## src/rtl/debounce_pulse_if.sv

```systemverilog
// Button debouncer bundle: raw input toward the debouncer, clean level,
// edge pulses and busy flag back toward the consumer.
interface debounce_pulse_if;
  logic btn_in;
  logic btn_level;
  logic rise_pulse;
  logic fall_pulse;
  logic busy;

  modport master (
    output btn_in,
    input  btn_level,
    input  rise_pulse,
    input  fall_pulse,
    input  busy
  );

  modport slave (
    input  btn_in,
    output btn_level,
    output rise_pulse,
    output fall_pulse,
    output busy
  );
endinterface

```

## src/rtl/debounce_pulse.sv

```systemverilog
// Debouncer: N-flop synchronizer followed by a 4-state qualification FSM
// that accepts a level change only after STABLE_CYCLES identical samples.
module debounce_pulse #(
  parameter int SYNC_STAGES   = 2,
  parameter int STABLE_CYCLES = 50000,
  parameter int CNT_WIDTH     = 16
) (
  input  logic             clk,
  input  logic             reset,
  debounce_pulse_if.slave  bif
);

  localparam longint unsigned CNT_SPAN = 64'd1 << CNT_WIDTH;
  localparam longint unsigned STABLE_L = 64'(STABLE_CYCLES);

  if (SYNC_STAGES < 2) begin : g_chk_sync
    $error("SYNC_STAGES must be >= 2");
  end
  if (STABLE_CYCLES < 2) begin : g_chk_stable
    $error("STABLE_CYCLES must be >= 2");
  end
  if (CNT_SPAN < STABLE_L) begin : g_chk_cnt
    $error("CNT_WIDTH too small for STABLE_CYCLES");
  end

  localparam logic [CNT_WIDTH-1:0] CNT_LAST =
    CNT_WIDTH'(STABLE_CYCLES - 1);

  typedef enum logic [1:0] {
    IDLE_LOW  = 2'd0,
    WAIT_HIGH = 2'd1,
    IDLE_HIGH = 2'd2,
    WAIT_LOW  = 2'd3
  } state_t;

  logic [SYNC_STAGES-1:0] sync_q, sync_d;
  logic                   s;

  state_t                 state_q, state_d;
  logic [CNT_WIDTH-1:0]   cnt_q, cnt_d;
  logic                   level_q, level_d;
  logic                   rise_q, rise_d;
  logic                   fall_q, fall_d;
  logic                   busy_q, busy_d;

  always_comb begin
    sync_d = {sync_q[SYNC_STAGES-2:0], bif.btn_in};
  end

  assign s = sync_q[SYNC_STAGES-1];

  always_comb begin
    state_d = state_q;
    cnt_d   = cnt_q;
    level_d = level_q;
    rise_d  = 1'b0;
    fall_d  = 1'b0;
    case (state_q)
      IDLE_LOW: begin
        if (s) begin
          state_d = WAIT_HIGH;
          cnt_d   = CNT_WIDTH'(1);
        end else begin
          cnt_d   = '0;
        end
      end
      WAIT_HIGH: begin
        if (!s) begin
          state_d = IDLE_LOW;
          cnt_d   = '0;
        end else if (cnt_q == CNT_LAST) begin
          state_d = IDLE_HIGH;
          cnt_d   = '0;
          level_d = 1'b1;
          rise_d  = 1'b1;
        end else begin
          cnt_d   = cnt_q + CNT_WIDTH'(1);
        end
      end
      IDLE_HIGH: begin
        if (!s) begin
          state_d = WAIT_LOW;
          cnt_d   = CNT_WIDTH'(1);
        end else begin
          cnt_d   = '0;
        end
      end
      WAIT_LOW: begin
        if (s) begin
          state_d = IDLE_HIGH;
          cnt_d   = '0;
        end else if (cnt_q == CNT_LAST) begin
          state_d = IDLE_LOW;
          cnt_d   = '0;
          level_d = 1'b0;
          fall_d  = 1'b1;
        end else begin
          cnt_d   = cnt_q + CNT_WIDTH'(1);
        end
      end
      default: begin
        state_d = IDLE_LOW;
        cnt_d   = '0;
        level_d = 1'b0;
      end
    endcase
    // busy reflects where the FSM lands, so it lines up with state_q next cycle
    busy_d = (state_d == WAIT_HIGH) || (state_d == WAIT_LOW);
  end

  always_ff @(posedge clk) begin
    if (reset) begin
      sync_q  <= '0;
      state_q <= IDLE_LOW;
      cnt_q   <= '0;
      level_q <= 1'b0;
      rise_q  <= 1'b0;
      fall_q  <= 1'b0;
      busy_q  <= 1'b0;
    end else begin
      sync_q  <= sync_d;
      state_q <= state_d;
      cnt_q   <= cnt_d;
      level_q <= level_d;
      rise_q  <= rise_d;
      fall_q  <= fall_d;
      busy_q  <= busy_d;
    end
  end

  assign bif.btn_level  = level_q;
  assign bif.rise_pulse = rise_q;
  assign bif.fall_pulse = fall_q;
  assign bif.busy       = busy_q;

endmodule

```

## src/flat_wrapper.sv

```systemverilog
// flat-port wrapper written by rule: the top's interface ports become plain ports
module debounce_pulse_flat 
#(
  parameter int SYNC_STAGES   = 2,
  parameter int STABLE_CYCLES = 50000,
  parameter int CNT_WIDTH     = 16
)
  (clk, reset, bif_btn_in, bif_btn_level, bif_rise_pulse, bif_fall_pulse, bif_busy);
  debounce_pulse_if bif_i ();
  input  logic clk;
  input  logic reset;
  input wire logic [$bits(bif_i.btn_in)-1:0] bif_btn_in;
  output wire logic [$bits(bif_i.btn_level)-1:0] bif_btn_level;
  output wire logic [$bits(bif_i.rise_pulse)-1:0] bif_rise_pulse;
  output wire logic [$bits(bif_i.fall_pulse)-1:0] bif_fall_pulse;
  output wire logic [$bits(bif_i.busy)-1:0] bif_busy;
  assign bif_i.btn_in = bif_btn_in;
  assign bif_btn_level = bif_i.btn_level;
  assign bif_rise_pulse = bif_i.rise_pulse;
  assign bif_fall_pulse = bif_i.fall_pulse;
  assign bif_busy = bif_i.busy;
  debounce_pulse #(.SYNC_STAGES(SYNC_STAGES), .STABLE_CYCLES(STABLE_CYCLES), .CNT_WIDTH(CNT_WIDTH)) u_core (.clk(clk), .reset(reset), .bif(bif_i));
endmodule
```

## config.mk

```make
export PLATFORM = sky130hd
export DESIGN_NAME = debounce_pulse_flat
export DESIGN_NICKNAME = d
export VERILOG_FILES = /design/src/rtl/debounce_pulse_if.sv /design/src/rtl/debounce_pulse.sv /design/src/flat_wrapper.sv
export SDC_FILE = /design/constraint.sdc
export NUM_CORES = 1
export LEC_CHECK = 0
export ABC_AREA = 1
export CORE_UTILIZATION = 64
export CTS_BUF_LIST = sky130_fd_sc_hd__clkbuf_4 sky130_fd_sc_hd__clkbuf_8
export DETAILED_ROUTE_END_ITERATION = 12
export GPL_ROUTABILITY_DRIVEN = 0
export PLACE_DENSITY = 0.94
export SYNTH_ARGS = -nofsm -noshare
export SYNTH_HDL_FRONTEND = slang
export SYNTH_SLANG_ARGS = --single-unit
```

## constraint.sdc

```tcl
create_clock -name clk -period 3.1 [get_ports clk]
set_clock_uncertainty 0.1 [all_clocks]
set_input_delay 0.93 -clock clk [delete_from_list [all_inputs] [get_ports clk]]
set_output_delay 0.93 -clock clk [all_outputs]
set_load 0.02 [all_outputs]
```

==> impl_metrics.py <==
metrics = {
    "status": {
        "status": "completed",
    },
    "route": {
        "routedWlPerCell_um": 11.2,
        "remaining_drc_errors": 0,
        "dr.pass1.iters": 4,
        "drt_iter0_drc": 40,
        "antenna_left": 0,
        "viasPerCell": 5.28,
        "drt-total-wl_um": 2140,
        "dr_total_vias": 1009,
    },
    "clock_tree": {
        "ctsLongestPathBuffers": 2,
        "clkSlewWorstSetupHoldPaths_ns": 0.13,
        "post-cts-setup-buffers": 0,
        "tritoncts": "built",
        "cts_buffers": 3,
        "clock-sinks": 23,
        "ctsResizeCount": 0,
        "cts-htree-levels": 1,
        "cts_root_buf": "clkbuf_4",
        "clkLatencyLatePin_ns": 0.32,
        "ctsHoldBuffers": 0,
    },
    "grt": {
        "grt_pass1_vias": 936,
        "grt-ovfl-total": 0,
        "grt_usage_pct": 26.6,
        "grt_start_max_net_pins": 14,
        "antenna_found_initial": 0,
        "grt_pass1_wl_um": 3800,
    },
    "power_and_ir_drop": {
        "p_clk_share_pct": 31.7,
        "comb_power_share_pct": 2.0,
        "switching_share_pct": 22.3,
        "irDropWorstVdd_uv": 306,
        "p_int_w": 0.000350,
        "pwr-share-seq_pct": 66.4,
        "power.leakage_nw": 0.464,
        "switching_power_w": 0.000100,
        "power.density_nw_per_um2": 371,
    },
    "critical_path": {
        "crit_type": "flop to output port",
        "worst_setup_path_start_kind": "flop",
        "end_kind": "output port",
        "crit_fanout": 5,
        "cpLargestDelayFamily": "buffers and inverters",
        "cp_cell_sequence": "clkdlybuf4s50_1",
        "crit_path_top_delay_cell": "clkdlybuf4s50_1",
        "slowest_delay_ns": 0.64,
        "crit_arrival_ns": 1.42,
        "cp.required_ns": 2.07,
        "critPathBufInv": 1,
    },
    "placement": {
        "place_inst": 187,
        "place_hpwl_um": 1630,
        "portBuffers": 6,
    },
    "finish": {
        "fin_util_pct": 77.9,
        "post_route_cells_drive_above_1_share_pct": 10.9,
        "diodes": 0,
        "final_nets": 180,
        "instances_no_fill": 191,
        "area_growth_pct": 9.72,
    },
    "yosys": {
        "avgSynthCellArea_um2": 6.71,
        "synth_async_sr_flop_share_pct": 0,
        "synth_edf_count": 0,
        "synth_flop_cell": "dfxtp_1",
        "synth_cells": 165,
        "syn_area_um2": 1110,
        "syn_nets": 169,
        "ys_seq_elements": 23,
        "yosysUniqueCellTypes": 18,
        "ys_seq_area_share_pct": 41.6,
        "yosysWarnings": 0,
    },
    "timing": {
        "tns_ns": 0,
        "grt_setup_unrepaired": "false",
        "min_period_ns": 2.45,
        "fmax_mhz": 407,
        "maxSlewHeadroom_pct": 83.3,
        "tightestPinTransition_ns": 0.248,
        "fin_crit_sh_pct": 79.2,
        "slew_viol_final": 0,
        "hold_viol": 0,
        "setup_viol": 0,
    },
    "floorplan": {
        "die-area_um2": 1900,
        "die_h_um": 43.6,
        "num_rows": 14,
        "core-area_um2": 1560,
        "fp.dieW_um": 43.6,
        "start_util_pct": 71.0,
        "boundaryPins": 7,
    },
    "run": {
        "drv_cap": 0,
    },
    "min_path": {
        "hp-class": "flop to flop",
    },
}
registers in the layout, summed over array words and instances, names as in the netlist:
name                   cells
u_core.bif.btn_level       1
u_core.state_q             1
u_core.bif.rise_pulse      1
u_core.bif.fall_pulse      1
u_core.sync_q              2
u_core.cnt_q              16
u_core.bif.busy            1
stage by stage:
stage	setup WS, ns	cell area, um^2	hold WS (ns)	power, W
floorplan	1.48	1110	0.288	0.000309
global placement	0.894	1190	0.303	0.000314
finish	0.646	1210	0.325	0.000450
CTS	0.660	1210	0.331	0.000446
detailed placement	0.801	1190	0.314	0.000314
global route	0.596	1210	0.363	0.000459
layer usage:
layer | wire length [um] | vias to the layer above | part of all wire, % | global-route usage (%)
met2 | 1090 | 32 | 51 | 46.9
met3 | 102 | 5 | 4.8 | 2.50
met4 | 39 | 0 | 1.8 | 12.5
met1 | 908 | 449 | 42 | 32.3
li1 | - | 523 | - | -
met5 | 0 | - | 0 | 0
final cells by class:
class | instances | area (um^2)
flip-flops and latches | 23 | 460
well taps | 16 | 20.0
repair buffers | 6 | 60.1
clock inverters | 1 | 5.00
multi-input cells | 115 | 543
inverters | 27 | 104
fillers | 113 | 344
clock buffers | 3 | 22.5
cell usage in the layout (no fill, tap or decap), drive strengths merged:
cell,n
nand2,40
inv,27
nor3,3
xor2,2
nand4,1
nand3,14
nor2,42
ha,1
a21oi,6
xnor2,3
dfxtp,23
clkinv,1
clkdlybuf4s50,6
o21ai,3
clkbuf,3
final timing paths:
kind | cells after the start | to | slack (ns) | startpoint
setup / recovery | 1 | bif_busy | 0.65 | u_core.bif.busy
setup reg to reg | 8 | u_core.cnt_q[10] | 1.51 | u_core.cnt_q[0]
hold / removal | 2 | u_core.sync_q[1] | 0.33 | u_core.sync_q[0]
hold reg to reg | 2 | u_core.sync_q[1] | 0.33 | u_core.sync_q[0]
power by group through the flow:
stage	clock [W]	sequential (W)	combinational, W
finish	0.000143	0.000299	0.00000890
global route	0.000150	0.000299	0.00000990
CTS	0.000138	0.000299	0.00000897
detailed placement	0	0.000305	0.00000893
global placement	0	0.000305	0.00000834
floorplan	0	0.000305	0.00000356
synth_stat cells (2+ instances only):
library cell,number,area (um^2)
nand2_1,37,139
nor3_1,3,15.0
xor2_1,2,17.5
inv_1,23,86.3
nor2_4,2,22.5
dfxtp_1,23,460
xnor2_1,3,26.3
o21ai_0,3,15.0
inv_2,3,11.3
nor2_1,36,135
nand2_2,3,18.8
nand3_1,12,60.1
nand3_2,2,20.0
a21oi_1,6,30.0
nor2_2,4,25.0
cells by family (layout without fill, tap and decap cells):
family | count (synthesis) | in the layout | share of synthesized area (%)
compound gates | 9 | 9 | 4.07
xor+xnor | 5 | 5 | 3.96
fa+ha+maj | 1 | 1 | 1.13
buf+inv | 27 | 37 | 9.38
flops | 23 | 23 | 41.6
simple gates | 100 | 100 | 39.9
Note: power is estimated with default switching activity, not from simulation.
